## src/rtl/uart_tx_ctrl.sv

```systemverilog
// ----------------------------------------------------------------------------
// uart_tx_ctrl
//   Sequencing FSM for the UART transmitter datapath. Accepts one byte per
//   valid/ready handshake, holds it for the whole frame and steps the output
//   mux select through start, data (LSB first), optional parity and stop.
//   Mux mapping: 00 = line high, 01 = start (0), 10 = data_bit, 11 = parity_bit.
//
// Ports
//   clk        : clock, rising edge
//   rst_n      : synchronous active-low reset
//   tx_valid   : requester has a byte on tx_data
//   tx_data    : byte to send, sampled only on accept
//   tx_ready   : high only in IDLE; accept = tx_valid & tx_ready
//   mux_sel    : select for the transmitter output mux
//   data_bit   : current data bit (shift register LSB)
//   parity_bit : parity of the latched byte
//   tx_busy    : high in every state except IDLE
//   tx_done    : one-cycle pulse in the last clk of the stop bit
// ----------------------------------------------------------------------------
module uart_tx_ctrl #(
   parameter int CLKS_PER_BIT = 16,
   parameter int DATA_W       = 8,
   parameter int PARITY_EN    = 1,
   parameter int PARITY_ODD   = 0
) (
   input  logic              clk,
   input  logic              rst_n,
   input  logic              tx_valid,
   input  logic [DATA_W-1:0] tx_data,
   output logic              tx_ready,
   output logic [1:0]        mux_sel,
   output logic              data_bit,
   output logic              parity_bit,
   output logic              tx_busy,
   output logic              tx_done
);

   localparam int CW = (CLKS_PER_BIT > 1) ? $clog2(CLKS_PER_BIT) : 1;
   localparam int IW = (DATA_W > 1) ? $clog2(DATA_W) : 1;

   localparam logic [CW-1:0] CNT_LAST = CW'(CLKS_PER_BIT - 1);
   localparam logic [CW-1:0] CNT_PRE  = CW'(CLKS_PER_BIT - 2);
   localparam logic [IW-1:0] IDX_LAST = IW'(DATA_W - 1);

   localparam logic [2:0] S_IDLE   = 3'd0;
   localparam logic [2:0] S_START  = 3'd1;
   localparam logic [2:0] S_DATA   = 3'd2;
   localparam logic [2:0] S_PARITY = 3'd3;
   localparam logic [2:0] S_STOP   = 3'd4;

   logic [2:0]        state;
   logic [2:0]        state_nxt;
   logic [CW-1:0]     cnt;
   logic [IW-1:0]     idx;
   logic [DATA_W-1:0] shift_reg;
   logic              accept;
   logic              bit_end;

   // tx_ready is a register that mirrors state == IDLE, so accept has no
   // combinational dependence on the FSM decode.
   assign accept   = tx_valid & tx_ready;
   assign bit_end  = (cnt == CNT_LAST);
   assign data_bit = shift_reg[0];

   function automatic logic [1:0] sel_of(input logic [2:0] s);
      case (s)
         S_START:  sel_of = 2'b01;
         S_DATA:   sel_of = 2'b10;
         S_PARITY: sel_of = 2'b11;
         default:  sel_of = 2'b00;
      endcase
   endfunction

   always_comb begin
      state_nxt = state;
      case (state)
         S_IDLE:   if (accept)  state_nxt = S_START;
         S_START:  if (bit_end) state_nxt = S_DATA;
         S_DATA:   if (bit_end && (idx == IDX_LAST))
                      state_nxt = (PARITY_EN != 0) ? S_PARITY : S_STOP;
         S_PARITY: if (bit_end) state_nxt = S_STOP;
         S_STOP:   if (bit_end) state_nxt = S_IDLE;
         default:  state_nxt = S_IDLE;
      endcase
   end

   // Registered outputs are loaded from the next-state decode so they change
   // on the same edge as the state itself.
   always_ff @(posedge clk) begin
      if (!rst_n) begin
         state      <= S_IDLE;
         mux_sel    <= 2'b00;
         tx_ready   <= 1'b1;
         tx_busy    <= 1'b0;
         tx_done    <= 1'b0;
         cnt        <= '0;
         idx        <= '0;
         shift_reg  <= '0;
         parity_bit <= 1'b0;
      end else begin
         state    <= state_nxt;
         mux_sel  <= sel_of(state_nxt);
         tx_ready <= (state_nxt == S_IDLE);
         tx_busy  <= (state_nxt != S_IDLE);
         // Set one count early so the registered pulse lands on the
         // terminal-count cycle of the stop bit.
         tx_done  <= (state == S_STOP) && (cnt == CNT_PRE);

         if (state == S_IDLE) begin
            cnt <= '0;
            idx <= '0;
            if (accept) begin
               shift_reg  <= tx_data;
               parity_bit <= (^tx_data) ^ (PARITY_ODD != 0);
            end
         end else begin
            cnt <= bit_end ? '0 : cnt + CW'(1);
            if ((state == S_DATA) && bit_end) begin
               shift_reg <= {1'b0, shift_reg[DATA_W-1:1]};
               idx       <= idx + IW'(1);
            end
         end
      end
   end

endmodule

```

## config.mk

```make
export PLATFORM = sky130hd
export DESIGN_NAME = uart_tx_ctrl
export DESIGN_NICKNAME = d
export VERILOG_FILES = /design/src/rtl/uart_tx_ctrl.sv
export SDC_FILE = /design/constraint.sdc
export NUM_CORES = 1
export LEC_CHECK = 0
export CORE_AREA = 5 5 52 88
export CTS_BUF_LIST = sky130_fd_sc_hd__clkbuf_4
export CTS_CLUSTER_SIZE = 20
export DETAILED_ROUTE_END_ITERATION = 10
export DIE_AREA = 0 0 57 93
export DONT_BUFFER_PORTS = 1
export PLACE_DENSITY = 0.39
export RECOVER_POWER = 50
export SLEW_MARGIN = 20
export SYNTH_ARGS = -nofsm -noshare
export SYNTH_HDL_FRONTEND = slang
export SYNTH_SLANG_ARGS = --single-unit
```

## constraint.sdc

```tcl
create_clock -name clk -period 1.9 [get_ports clk]
set_input_delay 0.285 -clock clk [delete_from_list [all_inputs] [get_ports clk]]
set_output_delay 0.285 -clock clk [all_outputs]
set_load 0.02 [all_outputs]
```

==> impl_table.tex, run 1 <==
\begin{tabular}{lr}
\hline
Metric & Value \\
\hline
\multicolumn{2}{l}{\textbf{Worst setup path}} \\
Worst path max stage delay & 0.41 ns \\
Endpoint type of the worst setup path & flip-flop \\
Slowest cell on crit path & sky130\_fd\_sc\_hd\_\_dfxtp\_1 \\
Largest fanout of any net on the critical path & 15 \\
Critical path arrival & 1.96 ns \\
Critical path class & flip-flop to flip-flop \\
Worst R2R Start & cnt[0] \\
Series of cell instances along the critical path & ha\_1 -> and3\_1 -> a32o\_2 -> nor2\_1 -> a311oi\_1 \\
Startpoint Class & flip-flop \\
Critical path origin & cnt[0] \\
Required time of the critical path & 2.12 ns \\
\multicolumn{2}{l}{\textbf{Route}} \\
Total DRC errors in the routed layout & 0 \\
Remaining number of nets flagged by the antenna check after routing & 0 \\
DRC violation total after the first TritonRoute iteration & 19 \\
Number of vias after detailed routing & 827 \\
Drt total wl & 2.55 mm \\
Average vias per placed instance & 4.92 \\
DR WL/cell & 15.2 um \\
Number of detailed-routing iterations run before antenna repair & 4 \\
\multicolumn{2}{l}{\textbf{Power}} \\
Power per Cell Area & 819 nW/um2 \\
Leakage power figure & 0.000406 uW \\
Maximum resistive drop on vdd & 0.351 mV \\
\multicolumn{2}{l}{\textbf{Placed design}} \\
Post-placement cell count & 164 \\
Routability Congestion & 0.713 \\
Detailed-placement wirelength estimate & 2.00 mm \\
Number of port buffers & 0 \\
Post-placement setup slack & 0.205 ns \\
\multicolumn{2}{l}{\textbf{STA}} \\
Share of the clock period used by the worst path & 0.916 \\
Clock period minus final worst setup slack & 1.74 ns \\
Remaining max-slew budget at the tightest pin & 0.707 \\
Final hold viol count & 0 \\
Worst path setup slack after routing & 0.160 ns \\
RSZ-0062 raised after global routing & false \\
Final setup violation count & 0 \\
Measured slew at the worst slew-check pin & 0.439 ns \\
Final Slew Violations & 0 \\
Max Clock Skew & 0.0124 ns \\
Setup TNS & 0 ns \\
Maximum clock rate & 575 MHz \\
\multicolumn{2}{l}{\textbf{Final layout}} \\
Most common cell after layout, fill and taps aside & sky130\_fd\_sc\_hd\_\_dfxtp\_1 \\
Final non-filler cell total & 168 \\
Number of flip-flops under the largest register name & 8 \\
Fraction of layout instances using a drive strength above 1 & 0.108 \\
Top library cells by usage in the layout, fill and taps aside & sky130\_fd\_sc\_hd\_\_dfxtp\_1, sky130\_fd\_sc\_hd\_\_nand2\_1, sky130\_fd\_sc\_hd\_\_nor2\_1, sky130\_fd\_sc\_hd\_\_nand3\_1, sky130\_fd\_sc\_hd\_\_xnor2\_1 \\
Diode insertion count for antenna repair & 0 \\
Number of nets in the layout & 136 \\
Area Growth Syn to Fin & 5.99\% \\
\multicolumn{2}{l}{\textbf{Floorplan}} \\
Core box area & 3830 um2 \\
Number of standard-cell rows in the floorplan & 30 \\
Die Outline Area & 5300 um2 \\
Chip height & 93 um \\
Overall die width & 57 um \\
Initial core utilization & 0.284 \\
Count of pins on the block boundary & 18 \\
\multicolumn{2}{l}{\textbf{Clock network}} \\
Number of buffers inserted by post-CTS setup repair & 0 \\
Worst skew pair latency & 0.31 ns \\
Sinks on Clock Net & 24 \\
Number of buffers between clock root and the deepest sink & 2 \\
Number of buffers created by CTS & 3 \\
Hold Buf Count CTS & 0 \\
CTS tree & done \\
CTS HTree Levels & 1 \\
CTS Root Buffer Type & sky130\_fd\_sc\_hd\_\_clkbuf\_4 \\
Post-CTS Resized & 0 \\
Clock edge transition at the registers on the reported setup and hold paths & 0.14 ns \\
\multicolumn{2}{l}{\textbf{GRT}} \\
GR Util All Layers & 0.100 \\
Global-route track usage on met2 & 0.189 \\
First-pass GRT wire length & 4.05 mm \\
Met1 routing resource usage after global routing & 0.0975 \\
Maximum number of pins on one net before global-route repair & 16 \\
Initial antenna violation count & 0 \\
Met3 capacity usage during global routing & 0.0276 \\
Global-route congestion overflow total & 0 \\
Number of global-route vias before repair & 838 \\
Most heavily used metal layer in global routing & met2 \\
\multicolumn{2}{l}{\textbf{Synthesis}} \\
Count of state elements after synthesis & 24 \\
Yosys warnings & 0 \\
Number of instances in the synthesized netlist & 120 \\
Fraction of the yosys area taken by sequential cells & 0.442 \\
Count of cell types in the netlist & 28 \\
Mean instance size in the synthesized netlist & 9.05 um2 \\
Number of nets produced by synthesis & 135 \\
Cell area after synthesis & 1090 um2 \\
\multicolumn{2}{l}{\textbf{Run status}} \\
Result of the run & finished, final reports clean \\
\multicolumn{2}{l}{\textbf{Worst hold path}} \\
HP Class & input pin to flip-flop \\
Worst min-delay path startpoint & rst\_n \\
\multicolumn{2}{l}{\textbf{Flow run}} \\
Max\_cap viols & 0 \\
\hline
\end{tabular}
==> worst max-delay path, delay by kind of cell (launching register included) <==
family          cells  cell delay (ns)
compound gates      2             0.65
fa+ha+maj           1             0.24
flops               1             0.41
simple gates        2             0.34
==> through the flow <==
stage / hold slack, ns / instance area [um2] / power [uW] / util
floorplan: 0.423 / 1090 / 697 / -
global placement: 0.430 / 1120 / 724 / 0.294
detailed placement: 0.434 / 1120 / 728 / 0.294
CTS: 0.0761 / 1150 / 960 / 0.301
global route: 0.0597 / 1150 / 1000 / 0.301
finish: 0.0932 / 1150 / 943 / 0.301
==> final timing paths <==
path / slack, ns / cells past startpoint / to
hold reg to reg: 0.47 / 2 / idx[1]
setup / recovery: 0.16 / 5 / shift_reg[0]
setup reg to reg: 0.16 / 5 / shift_reg[0]
hold / removal: 0.09 / 2 / parity_bit
==> Yosys cell counts <==
| library cell | n | area, um2 |
|---|---|---|
| sky130_fd_sc_hd__dfxtp_1 | 24 | 480 |
| sky130_fd_sc_hd__or3_1 | 2 | 12.5 |
| sky130_fd_sc_hd__nand3_2 | 1 | 10.0 |
| sky130_fd_sc_hd__inv_1 | 2 | 7.51 |
| sky130_fd_sc_hd__nor2_2 | 2 | 12.5 |
| sky130_fd_sc_hd__nand4_1 | 1 | 6.26 |
| sky130_fd_sc_hd__clkbuf_1 | 2 | 7.51 |
| sky130_fd_sc_hd__a311oi_2 | 2 | 30.0 |
| sky130_fd_sc_hd__and3_1 | 2 | 12.5 |
| sky130_fd_sc_hd__a311oi_1 | 5 | 43.8 |
| sky130_fd_sc_hd__ha_1 | 4 | 50.1 |
| sky130_fd_sc_hd__nand2_1 | 19 | 71.3 |
| sky130_fd_sc_hd__a21oi_1 | 4 | 20.0 |
| sky130_fd_sc_hd__nand3_1 | 11 | 55.1 |
| sky130_fd_sc_hd__nor3_1 | 4 | 20.0 |
| sky130_fd_sc_hd__a21oi_2 | 1 | 8.76 |
| sky130_fd_sc_hd__buf_6 | 1 | 11.3 |
| sky130_fd_sc_hd__nand3b_1 | 1 | 7.51 |
| sky130_fd_sc_hd__a31oi_2 | 1 | 12.5 |
| sky130_fd_sc_hd__a31oi_1 | 1 | 6.26 |
| sky130_fd_sc_hd__xor2_1 | 3 | 26.3 |
| sky130_fd_sc_hd__a32o_2 | 1 | 11.3 |
| sky130_fd_sc_hd__o21ai_0 | 2 | 10.0 |
| sky130_fd_sc_hd__xnor2_1 | 8 | 70.1 |
| sky130_fd_sc_hd__nor2_1 | 12 | 45.0 |
| sky130_fd_sc_hd__nor3b_4 | 1 | 18.8 |
| sky130_fd_sc_hd__or3b_1 | 1 | 8.76 |
| sky130_fd_sc_hd__buf_2 | 2 | 10.0 |
==> cell families after synthesis <==
| kind of cell | count (synthesis) | share of synthesized area |
|---|---|---|
| AOI/OAI and AO/OA | 17 | 0.131 |
| DFF | 24 | 0.442 |
| and+or+nand+nor | 57 | 0.258 |
| adders and majority gates | 4 | 0.0461 |
| buffers and inverters | 7 | 0.0334 |
| xor gates and xnor gates | 11 | 0.0887 |
==> routing by layer <==
layer / routed length [um] / vias up
li1: - / 418
met1: 968 / 384
met2: 1380 / 19
met3: 153 / 6
met4: 53 / 0
met5: 0 / -
==> cell type report <==
| type | instances | area [um2] |
|---|---|---|
| repair buffers | 1 | 7.51 |
| fillers | 434 | 2680 |
| clock buffers | 3 | 22.5 |
| flip-flops and latches | 24 | 480 |
| clock inverters | 1 | 3.75 |
| inverters | 2 | 7.51 |
| well taps | 48 | 60.1 |
| multi-input cells | 89 | 569 |
==> report_power, final <==
| part | total, uW | internal [uW] | leakage (uW) | switching, uW |
|---|---|---|---|---|
| Combinational | 136 | 57.7 | 0.000195 | 78.1 |
| Clock | 230 | 76.7 | 0.0000154 | 153 |
| Sequential | 577 | 536 | 0.000196 | 41.3 |
Note: power is estimated with default switching activity, not from simulation.
==> run 2: changes to the inputs <==
CORE_AREA = 2 2 49 85   (was 5 5 52 88)
DIE_AREA = 0 0 51 87   (was 0 0 57 93)
==> impl_table.tex, run 2 (same netlist as run 1, synthesis figures left out) <==
\begin{tabular}{lr}
\hline
Metric & Value \\
\hline
\multicolumn{2}{l}{\textbf{Run status}} \\
Result of the run & finished, final reports clean \\
\multicolumn{2}{l}{\textbf{GRT}} \\
GR Util All Layers & 0.116 (+0.0153) \\
Initial antenna violation count & 0 (unchanged) \\
Maximum number of pins on one net before global-route repair & 16 (unchanged) \\
Global-route congestion overflow total & 0 (unchanged) \\
First-pass GRT wire length & 3.88 mm (-4.1\%) \\
Number of global-route vias before repair & 868 (+3.6\%) \\
\multicolumn{2}{l}{\textbf{Final layout}} \\
Layout fillers & 416 (-4.1\%) \\
Area occupied by registers & 480 um2 (unchanged) \\
Final non-filler cell total & 172 (+2.4\%) \\
Number of nets in the layout & 140 (+2.9\%) \\
Area Growth Syn to Fin & 8.76\% \\
Most common cell after layout, fill and taps aside & sky130\_fd\_sc\_hd\_\_dfxtp\_1 \\
Fraction of layout instances using a drive strength above 1 & 0.137 (+0.0288) \\
Number of flip-flops under the largest register name & 8 (unchanged) \\
Top library cells by usage in the layout, fill and taps aside & sky130\_fd\_sc\_hd\_\_dfxtp\_1, sky130\_fd\_sc\_hd\_\_nand2\_1, sky130\_fd\_sc\_hd\_\_nor2\_1, sky130\_fd\_sc\_hd\_\_nand3\_1, sky130\_fd\_sc\_hd\_\_xnor2\_1 \\
Diode insertion count for antenna repair & 0 (unchanged) \\
Area used by multi-input combinational logic & 569 um2 (unchanged) \\
\multicolumn{2}{l}{\textbf{STA}} \\
Worst hold margin & 0.103 ns (+0.00967 ns) \\
Share of the clock period used by the worst path & 0.927 (+0.0114) \\
Max Clock Skew & 0.00963 ns (-0.00274 ns) \\
Maximum clock rate & 568 MHz (-1.2\%) \\
Final Slew Violations & 0 (unchanged) \\
Worst path setup slack after routing & 0.139 ns (-0.0216 ns) \\
Remaining max-slew budget at the tightest pin & 0.724 (+0.0171) \\
RSZ-0062 raised after global routing & false \\
Final setup violation count & 0 (unchanged) \\
Final hold viol count & 0 (unchanged) \\
Setup TNS & 0 ns (unchanged) \\
Measured slew at the worst slew-check pin & 0.414 ns (-0.0256 ns) \\
Clock period minus final worst setup slack & 1.76 ns (+0.0216 ns) \\
\multicolumn{2}{l}{\textbf{Power}} \\
Maximum resistive drop on vdd & 0.246 mV (-30\%) \\
Power per Cell Area & 802 nW/um2 (-2.1\%) \\
Leakage power figure & 0.000426 uW (+4.8\%) \\
PnR Total Power & 947 uW (+0.45\%) \\
\multicolumn{2}{l}{\textbf{Clock network}} \\
Sinks on Clock Net & 24 (unchanged) \\
Number of buffers inserted by post-CTS setup repair & 0 (unchanged) \\
Worst skew pair latency & 0.31 ns (about the same) \\
Clock edge transition at the registers on the reported setup and hold paths & 0.13 ns (about the same) \\
CTS tree & done \\
Number of buffers between clock root and the deepest sink & 2 (unchanged) \\
CTS HTree Levels & 1 (unchanged) \\
Post-CTS Resized & 0 (unchanged) \\
Number of buffers created by CTS & 3 (unchanged) \\
CTS Root Buffer Type & sky130\_fd\_sc\_hd\_\_clkbuf\_4 \\
Hold Buf Count CTS & 0 (unchanged) \\
\multicolumn{2}{l}{\textbf{Floorplan}} \\
Count of pins on the block boundary & 18 (unchanged) \\
Chip height & 87 um (-6.5\%) \\
Initial core utilization & 0.286 (+0.00281) \\
Overall die width & 51 um (-11\%) \\
Die Outline Area & 4440 um2 (-16\%) \\
Number of standard-cell rows in the floorplan & 30 (unchanged) \\
Core box area & 3790 um2 (-0.98\%) \\
\multicolumn{2}{l}{\textbf{Worst setup path}} \\
Endpoint type of the worst setup path & flip-flop \\
Series of cell instances along the critical path & nor3\_1 -> a32o\_2 -> buf\_4 -> nor2\_2 -> a311oi\_2 \\
Buffers and inverters on the worst path & 1 (+1) \\
Largest fanout of any net on the critical path & 13 (-2) \\
Worst path max stage delay & 0.44 ns (+0.03 ns) \\
Required time of the critical path & 2.13 ns (about the same) \\
Worst reg2reg setup slack & 0.14 ns (-0.02 ns) \\
Critical path arrival & 1.99 ns (+0.03 ns) \\
Critical path class & flip-flop to flip-flop \\
Startpoint Class & flip-flop \\
Dominant delay contributor by cell family on the critical path & compound AO/OA/AOI/OAI gates \\
Slowest cell on crit path & sky130\_fd\_sc\_hd\_\_dfxtp\_1 \\
\multicolumn{2}{l}{\textbf{Placed design}} \\
Post-placement setup slack & 0.198 ns (-0.00715 ns) \\
Detailed-placement wirelength estimate & 1.91 mm (-4.4\%) \\
Number of port buffers & 0 (unchanged) \\
Routability Congestion & 0.676 (-5.3\%) \\
Post-placement cell count & 165 (+0.61\%) \\
\multicolumn{2}{l}{\textbf{Route}} \\
Met1 wire length & 863 um (-11\%) \\
Average vias per placed instance & 4.88 (-0.79\%) \\
Drt total wl & 2.38 mm (-7.0\%) \\
Number of vias after detailed routing & 840 (+1.6\%) \\
Met2 WL & 1.37 mm (-0.73\%) \\
Highest signal layer in the routed design & met4 \\
Remaining number of nets flagged by the antenna check after routing & 0 (unchanged) \\
Number of detailed-routing iterations run before antenna repair & 3 (-1) \\
DR WL/cell & 13.8 um (-9.1\%) \\
Total DRC errors in the routed layout & 0 (unchanged) \\
DRC violation total after the first TritonRoute iteration & 11 (-8) \\
DR WL met3 & 112 um (-27\%) \\
\multicolumn{2}{l}{\textbf{Worst hold path}} \\
HP Class & input pin to flip-flop \\
\multicolumn{2}{l}{\textbf{Flow run}} \\
Max\_cap viols & 0 (unchanged) \\
\hline
\end{tabular}
[run 2: per-layer routing]
metal  track usage  up-vias
met5             0        -
met4        0.0516        0
met3        0.0206        2
met2         0.227       12
met1         0.112      398
li1              -      428
[run 2: final timing paths]
| kind | from | endpoint | cells past startpoint |
|---|---|---|---|
| worst max-delay path | state[2] | shift_reg[4] | 5 |
| worst min-delay path | rst_n | parity_bit | 2 |
| worst max register to register | state[2] | shift_reg[4] | 5 |
| worst min register to register | idx[2] | idx[2] | 2 |
[run 2: stage by stage]
step / instance area [um2] / util
after detailed placement: 1130 / 0.299
after floorplan: 1090 / -
after CTS: 1160 / 0.306
final: 1180 / 0.312
after global routing: 1180 / 0.312
after global placement: 1130 / 0.299
[run 2: area by class of cell]
class                   count  area share
clock buffers               3      0.0191
well taps                  48      0.0508
repair buffers              5      0.0318
clock inverters             1     0.00318
inverters                   2     0.00636
multi-input cells          89       0.482
flip-flops and latches     24       0.407
[run 2: worst register-to-register path, cell delays in order, from the launching register on]
cell and delay (ns):
sky130_fd_sc_hd__dfxtp_1 0.44, sky130_fd_sc_hd__nor3_1 0.38, sky130_fd_sc_hd__a32o_2 0.43, sky130_fd_sc_hd__buf_4 0.18
sky130_fd_sc_hd__nor2_2 0.03, sky130_fd_sc_hd__a311oi_2 0.22
[run 2: report_power, final]
| group | internal, uW | leakage [uW] | switching (uW) |
|---|---|---|---|
| clock network | 76.5 | 0.0000154 | 147 |
| registers | 536 | 0.000196 | 39.7 |
| logic | 68.7 | 0.000214 | 79.5 |
==> run 3: changes to the inputs <==
PLACE_DENSITY = 0.4   (was 0.39)
==> impl_table.tex, run 3 (same netlist as run 1, synthesis figures left out) <==
\begin{tabular}{lr}
\hline
Metric & Value \\
\hline
\multicolumn{2}{l}{\textbf{Worst setup path}} \\
Worst path max stage delay & 0.40 ns (-0.04 ns) \\
Slowest cell on crit path & sky130\_fd\_sc\_hd\_\_dfxtp\_1 \\
Series of cell instances along the critical path & ha\_1 -> and3\_1 -> a32o\_2 -> nor2\_1 -> a311oi\_1 \\
Critical path arrival & 1.91 ns (-0.08 ns) \\
Critical path class & flip-flop to flip-flop \\
Required time of the critical path & 2.13 ns (about the same) \\
Startpoint Class & flip-flop \\
Endpoint type of the worst setup path & flip-flop \\
Largest fanout of any net on the critical path & 15 (+2) \\
\multicolumn{2}{l}{\textbf{GRT}} \\
Global-route track usage on met2 & 0.227 (unchanged) \\
Global-route congestion overflow total & 0 (unchanged) \\
Most heavily used metal layer in global routing & met2 \\
Number of global-route vias before repair & 876 (+0.92\%) \\
GR Util All Layers & 0.116 (about the same) \\
Met1 routing resource usage after global routing & 0.107 (-0.00505) \\
Maximum number of pins on one net before global-route repair & 16 (unchanged) \\
Initial antenna violation count & 0 (unchanged) \\
Met3 capacity usage during global routing & 0.0241 (+0.00344) \\
First-pass GRT wire length & 3.82 mm (-1.8\%) \\
\multicolumn{2}{l}{\textbf{Floorplan}} \\
Overall die width & 51 um (unchanged) \\
Count of pins on the block boundary & 18 (unchanged) \\
Core box area & 3790 um2 (unchanged) \\
Chip height & 87 um (unchanged) \\
Number of standard-cell rows in the floorplan & 30 (unchanged) \\
Die Outline Area & 4440 um2 (unchanged) \\
Initial core utilization & 0.286 (unchanged) \\
\multicolumn{2}{l}{\textbf{Clock network}} \\
Number of buffers between clock root and the deepest sink & 2 (unchanged) \\
Sinks on Clock Net & 24 (unchanged) \\
Clock edge transition at the registers on the reported setup and hold paths & 0.13 ns (about the same) \\
Worst skew pair latency & 0.31 ns (about the same) \\
CTS tree & done \\
Hold Buf Count CTS & 0 (unchanged) \\
Post-CTS Resized & 0 (unchanged) \\
CTS Root Buffer Type & sky130\_fd\_sc\_hd\_\_clkbuf\_4 \\
CTS HTree Levels & 1 (unchanged) \\
Number of buffers inserted by post-CTS setup repair & 0 (unchanged) \\
Number of buffers created by CTS & 3 (unchanged) \\
\multicolumn{2}{l}{\textbf{Final layout}} \\
Number of flip-flops under the largest register name & 8 (unchanged) \\
Most common cell after layout, fill and taps aside & sky130\_fd\_sc\_hd\_\_dfxtp\_1 \\
Number of nets in the layout & 136 (-2.9\%) \\
Fraction of layout instances using a drive strength above 1 & 0.108 (-0.0288) \\
Diode insertion count for antenna repair & 0 (unchanged) \\
Area Growth Syn to Fin & 5.99\% \\
Top library cells by usage in the layout, fill and taps aside & sky130\_fd\_sc\_hd\_\_dfxtp\_1, sky130\_fd\_sc\_hd\_\_nand2\_1, sky130\_fd\_sc\_hd\_\_nor2\_1, sky130\_fd\_sc\_hd\_\_nand3\_1, sky130\_fd\_sc\_hd\_\_xnor2\_1 \\
Layout fillers & 428 (+2.9\%) \\
\multicolumn{2}{l}{\textbf{STA}} \\
Worst path setup slack after routing & 0.224 ns (+0.0856 ns) \\
Remaining max-slew budget at the tightest pin & 0.711 (-0.0132) \\
Final setup violation count & 0 (unchanged) \\
Final Slew Violations & 0 (unchanged) \\
Setup TNS & 0 ns (unchanged) \\
RSZ-0062 raised after global routing & false \\
Clock period minus final worst setup slack & 1.68 ns (-0.0856 ns) \\
Share of the clock period used by the worst path & 0.882 (-0.0451) \\
Measured slew at the worst slew-check pin & 0.434 ns (+0.0197 ns) \\
Max Clock Skew & 0.0104 ns (+0.000786 ns) \\
Final hold viol count & 0 (unchanged) \\
Maximum clock rate & 597 MHz (+5.1\%) \\
\multicolumn{2}{l}{\textbf{Placed design}} \\
Number of port buffers & 0 (unchanged) \\
Post-placement setup slack & 0.251 ns (+0.0530 ns) \\
Detailed-placement wirelength estimate & 1.86 mm (-3.1\%) \\
Routability Congestion & 0.670 (-0.92\%) \\
\multicolumn{2}{l}{\textbf{Flow run}} \\
Max\_cap viols & 0 (unchanged) \\
\multicolumn{2}{l}{\textbf{Power}} \\
Power per Cell Area & 813 nW/um2 (+1.4\%) \\
Leakage power figure & 0.000406 uW (-4.6\%) \\
Maximum resistive drop on vdd & 0.307 mV (+25\%) \\
\multicolumn{2}{l}{\textbf{Route}} \\
Number of detailed-routing iterations run before antenna repair & 4 (+1) \\
DRC violation total after the first TritonRoute iteration & 7 (-4) \\
Drt total wl & 2.30 mm (-3.2\%) \\
Remaining number of nets flagged by the antenna check after routing & 0 (unchanged) \\
DR WL/cell & 13.7 um (-0.90\%) \\
Number of vias after detailed routing & 816 (-2.9\%) \\
Average vias per placed instance & 4.86 (-0.54\%) \\
Total DRC errors in the routed layout & 0 (unchanged) \\
\multicolumn{2}{l}{\textbf{Worst hold path}} \\
HP Class & input pin to flip-flop \\
\multicolumn{2}{l}{\textbf{Run status}} \\
Result of the run & finished, final reports clean \\
\hline
\end{tabular}
==> run 3: where the power goes <==
group          internal, uW  total [uW]  switching, uW
combinational          57.6         131           73.7
sequential              536         578           41.5
clock                  76.7         227            150
total                   671         936            265
==> run 3: through the flow <==
stage	util	hold slack (ns)	power (uW)	cell area [um2]	instances
floorplan	-	0.423	697	1090	120
global placement	0.297	0.432	723	1120	164
detailed placement	0.297	0.436	724	1120	164
CTS	0.304	0.0755	955	1150	168
global route	0.304	0.0798	997	1150	168
finish	0.304	0.0921	936	1150	168
==> run 3: layout make-up <==
cell class | instances | area (um2) | area share
multi-input combinational | 89 | 569 | 0.495
sequential | 24 | 480 | 0.417
tap | 48 | 60.1 | 0.0522
clock buffer | 3 | 22.5 | 0.0196
timing repair buffer | 1 | 7.51 | 0.00652
inverter | 2 | 7.51 | 0.00652
clock inverter | 1 | 3.75 | 0.00326
==> run 3: worst max-delay path, delay by kind of cell, from the launching register on <==
family | cells | cell delay, ns
AO/OA/AOI/OAI | 2 | 0.63
adder cells (fa/ha/maj) | 1 | 0.23
flip-flops | 1 | 0.40
AND/OR/NAND/NOR | 2 | 0.33
==> run 3: path summary, 6_finish.rpt <==
kind	depth (start not counted)	end	from	slack [ns]
min	2	parity_bit	rst_n	0.09
min reg2reg	2	idx[2]	idx[2]	0.47
max	5	shift_reg[2]	cnt[0]	0.22
max reg2reg	5	shift_reg[2]	cnt[0]	0.22
==> run 3: per-layer routing <==
layer  vias up  part of all wire  routed length (um)
met4         0             0.011                  25
li1        419                 -                   -
met3         2             0.060                 138
met2        16              0.55                1260
met1       379              0.38                 873
met5         -                 0                   0
==> variant 1, RTL diff (config.mk and constraints of run 3) <==
Set the parameter `CLKS_PER_BIT` to 32 (it was 16).
--- a/src/rtl/uart_tx_ctrl.sv
+++ b/src/rtl/uart_tx_ctrl.sv
@@ -19,5 +19,5 @@
 // ----------------------------------------------------------------------------
 module uart_tx_ctrl #(
-   parameter int CLKS_PER_BIT = 16,
+   parameter int CLKS_PER_BIT = 32,
    parameter int DATA_W       = 8,
    parameter int PARITY_EN    = 1,
Check against the original RTL: no difference found for any inputs over 10 cycles, from zero or initial values and one cycle with rst_n low; that may be too few to reach the edited logic, so the function may still have changed.
==> variant 1 against run 3 <==
- sequential share of layout area down 0.88 points
- sequential cell count increased by 1
- clock skew fell by 0.0087 ns
- total power grew 0.50%
- synthesized area rose by 5.0%
- largest cell class unchanged
- sequential power is essentially flat
- final area is 6.4% higher
- setup slack lost 0.060 ns
- wire length fell by 8.5%
- synthesized cell count down 4.2%
==> variant 1: results (changes against run 3) <==
* Global Route Usage Sum at 11.2% (-0.39 points)
* Largest net degree at the start of global routing at 18 (+2)
* Vias in the first global route at 806 (-8.0%)
* Worst vdd ir at 0.409 mV (+33%)
* Post-DP HPWL at 1.63 mm (-12%)
* Share of layout cells above drive strength 1 at 7.69% (-3.1 points)
* Crit path arrival time at 1.96 ns (+0.05 ns)
* Vias post-DR at 784 (-3.9%)
* Mux share of post-synthesis cell area at 6.15% (+6.1 points)
* Synth cell count leaders: dfxtp_1, nand2_1, nor2_1
* Pre-Repair DR Iteration Count at 2 (-2)
* Adder-cell share of the synthesized area at 5.49% (+0.88 points)
* Area contributors post-synth: dfxtp_1, xnor2_1, mux2i_1
* Min-delay src: rst_n
* Hold Path Class: in -> reg
* Sequential fraction of the synthesis area at 43.9% (-0.33 points)
* Worst skew pair latency at 0.31 ns (about the same)
* Distinct cells, synth at 34 (+21%)
* Final wirelength at 2.10 mm (-8.5%)
* Status: finished, final reports clean
* First-pass GRT wire length at 3.71 mm (-2.9%)
* LEAKAGE at 0.499 nW (+23%)
* Number of diodes at 0 (unchanged)
* Synth Area in XOR/XNOR at 7.68% (-1.2 points)
* Mapped Nets at 131 (-3.0%)
* 1st-iter DRT viols at 5 (-2)
* Filler cells at 414 (-3.3%)
* Routability cong. at 0.720 (+7.6%)
* Synth Area in Compound Gates at 16.0% (+2.9 points)
* Slew margin rel. at 64.2% (-6.8 points)
* Pre-CTS WS at 0.0448 ns (-0.206 ns)
* Clock skew at 0.00175 ns (-0.00866 ns)
* Clk root buf: clkbuf_4
## variant 1: routing by layer
metal,up-vias,GRT usage (%),wire length (µm)
met1,368,12.3,840
met3,5,1.89,78
met5,-,0,0
li1,397,-,-
met2,14,19.8,1140
met4,0,5.90,46
## variant 1: path summary, 6_finish.rpt
kind / depth (start not counted) / end / slack (ns)
worst min-delay path: 1 / state[2]$_SDFF_PN0_ / 0.08
worst min register to register: 2 / tx_done$_SDFF_PN0_ / 0.48
worst max register to register: 8 / shift_reg[4]$_SDFFE_PN0P_ / 0.16
worst max-delay path: 8 / shift_reg[4]$_SDFFE_PN0P_ / 0.16
## variant 1: cells by family after synthesis
group           Yosys count
fa+ha+maj                 5
xor+xnor                 10
flops                    25
simple gates             36
compound gates           22
buf+inv                  10
mux                       7
## variant 1: timing repair
action,in CTS,in global routing
buffers inserted,0,1
gates resized for setup,0,1
setup endpoints to repair,0,8
## variant 1: worst max-delay path: stages (launching register included)
cell and delay (ns):
dfxtp_1 0.39, ha_1 0.19, and3_1 0.17, ha_2 0.22, nand2_1 0.14, a21oi_4 0.21, buf_12 0.15, nand2_1 0.06
o211a_1 0.11
## variant 1: final cells by class
cell class	instances	area (µm²)	area share [%]
flip-flops and latches	25	500	40.9
inverters	4	15.0	1.23
clock buffers	4	30.0	2.45
multi-input cells	80	581	47.4
repair buffers	4	38.8	3.17
well taps	48	60.1	4.90
## variant 1: per-stage QoR
step	std cells	area, µm²	power, mW
after global placement	160	1180	0.690
after detailed placement	160	1180	0.691
after CTS	164	1210	0.956
final	165	1220	0.940
after floorplan	115	1140	0.685
after global routing	165	1220	1.00
## variant 1: report_power, final
part           total (mW)  leakage (nW)  internal [mW]  switching (mW)
Sequential          0.579         0.204          0.552          0.0275
Combinational       0.107         0.276         0.0566          0.0502
Clock               0.254        0.0184         0.0963           0.158
==> variant 2, RTL diff (flow settings as in run 3) <==
Without the edit above. Make the reset (`rst_n`) asynchronous in one clocked block. Comments in the files are not updated.
--- a/src/rtl/uart_tx_ctrl.sv
+++ b/src/rtl/uart_tx_ctrl.sv
@@ -87,5 +87,5 @@
    // Registered outputs are loaded from the next-state decode so they change
    // on the same edge as the state itself.
-   always_ff @(posedge clk) begin
+   always_ff @(posedge clk or negedge rst_n) begin
       if (!rst_n) begin
          state      <= S_IDLE;
Function: differs if rst_n is asserted again (counterexample within 4 cycles, from zero or initial values and one cycle with rst_n low); with rst_n held inactive, the same outputs for 10 cycles.
==> variant 2 against run 3 <==
- utilization increased by 2.3 points
- critical path type unchanged
- non-clock buffer count increased by 2
- largest cell class is now registers
- wire length about the same
- sequential cell count unchanged
- critical endpoint is now shift_reg[5]$_DFFE_PN0P_
- final area increased by 7.5%
- setup slack got worse by 0.011 ns
- clock skew increased by 0.0018 ns
- synthesized area increased by 8.4%
Power is not compared: it rests on default switching activity, and its combinational part moved more than twofold at a synthesized area within 25%.
==> variant 2: results (changes against run 3) <==
* Worst flop-to-flop path startpoint: cnt[0]$_DFF_PN0_
* Distinct cells, synth at 26 (-7.1%)
* Ys flop type: dfrtp_1
* M2 GR Usage at 21.6% (-1.1 points)
* First-pass GRT wire length at 4.08 mm (+6.9%)
* Multi-input gates at 78 (-12%)
* Share of layout cells above drive strength 1 at 9.01% (-1.8 points)
* Mux share of post-synthesis cell area at 5.95% (+6.0 points)
* 1st-iter DRT viols at 10 (+3)
* Multi-input gate area at 517 µm² (-9.2%)
* Hold EP: shift_reg[7]$_DFFE_PN0P_
* Seq area share at 48.6% (+6.9 points)
* Reg2reg end: shift_reg[5]$_DFFE_PN0P_
* Vias post-DR at 757 (-7.2%)
* NonClk Buf Share at 1.72% (+1.1 points)
* Synth Area in Compound Gates at 8.08% (-5.1 points)
* Routability cong. at 0.699 (+4.5%)
* Total Nets Final at 127 (-6.6%)
* Status: finished, final reports clean
* Layout clock area frac at 2.43% (+0.14 points)
* Sequential fraction of the synthesis area at 51.1% (+6.9 points)
* Min-delay src: tx_data[7]
* Crit Path Max Fanout at 8 (-7)
* Crit path arrival time at 1.87 ns (-0.04 ns)
* Largest net degree at the start of global routing at 25 (+9)
* Met3 wire length at 69 µm (-50%)
* Adder-cell share of the synthesized area at 4.25% (-0.36 points)
variant 2: worst max path at each step:
stage                                to  slack [ns]
5_1_grt        shift_reg[6]$_DFFE_PN0P_        0.01
3_3_place_gp   shift_reg[6]$_DFFE_PN0P_        0.24
4_1_cts        shift_reg[6]$_DFFE_PN0P_        0.20
3_5_place_dp   shift_reg[6]$_DFFE_PN0P_        0.22
2_1_floorplan      mux_sel[0]$_DFF_PN0_        0.27
6_report       shift_reg[5]$_DFFE_PN0P_        0.21
variant 2: stage by stage:
step / util, % / cell area [µm²] / worst slack (ns) / std cells / hold slack, ns
finish: 32.6 / 1240 / 0.213 / 159 / 0.0809
floorplan: - / 1180 / 0.271 / 110 / -0.0106
CTS: 33.1 / 1250 / 0.200 / 159 / 0.0637
global route: 32.6 / 1240 / 0.0101 / 159 / 0.0910
detailed placement: 31.5 / 1190 / 0.225 / 153 / -0.00956
global placement: 31.5 / 1190 / 0.243 / 153 / -0.00955
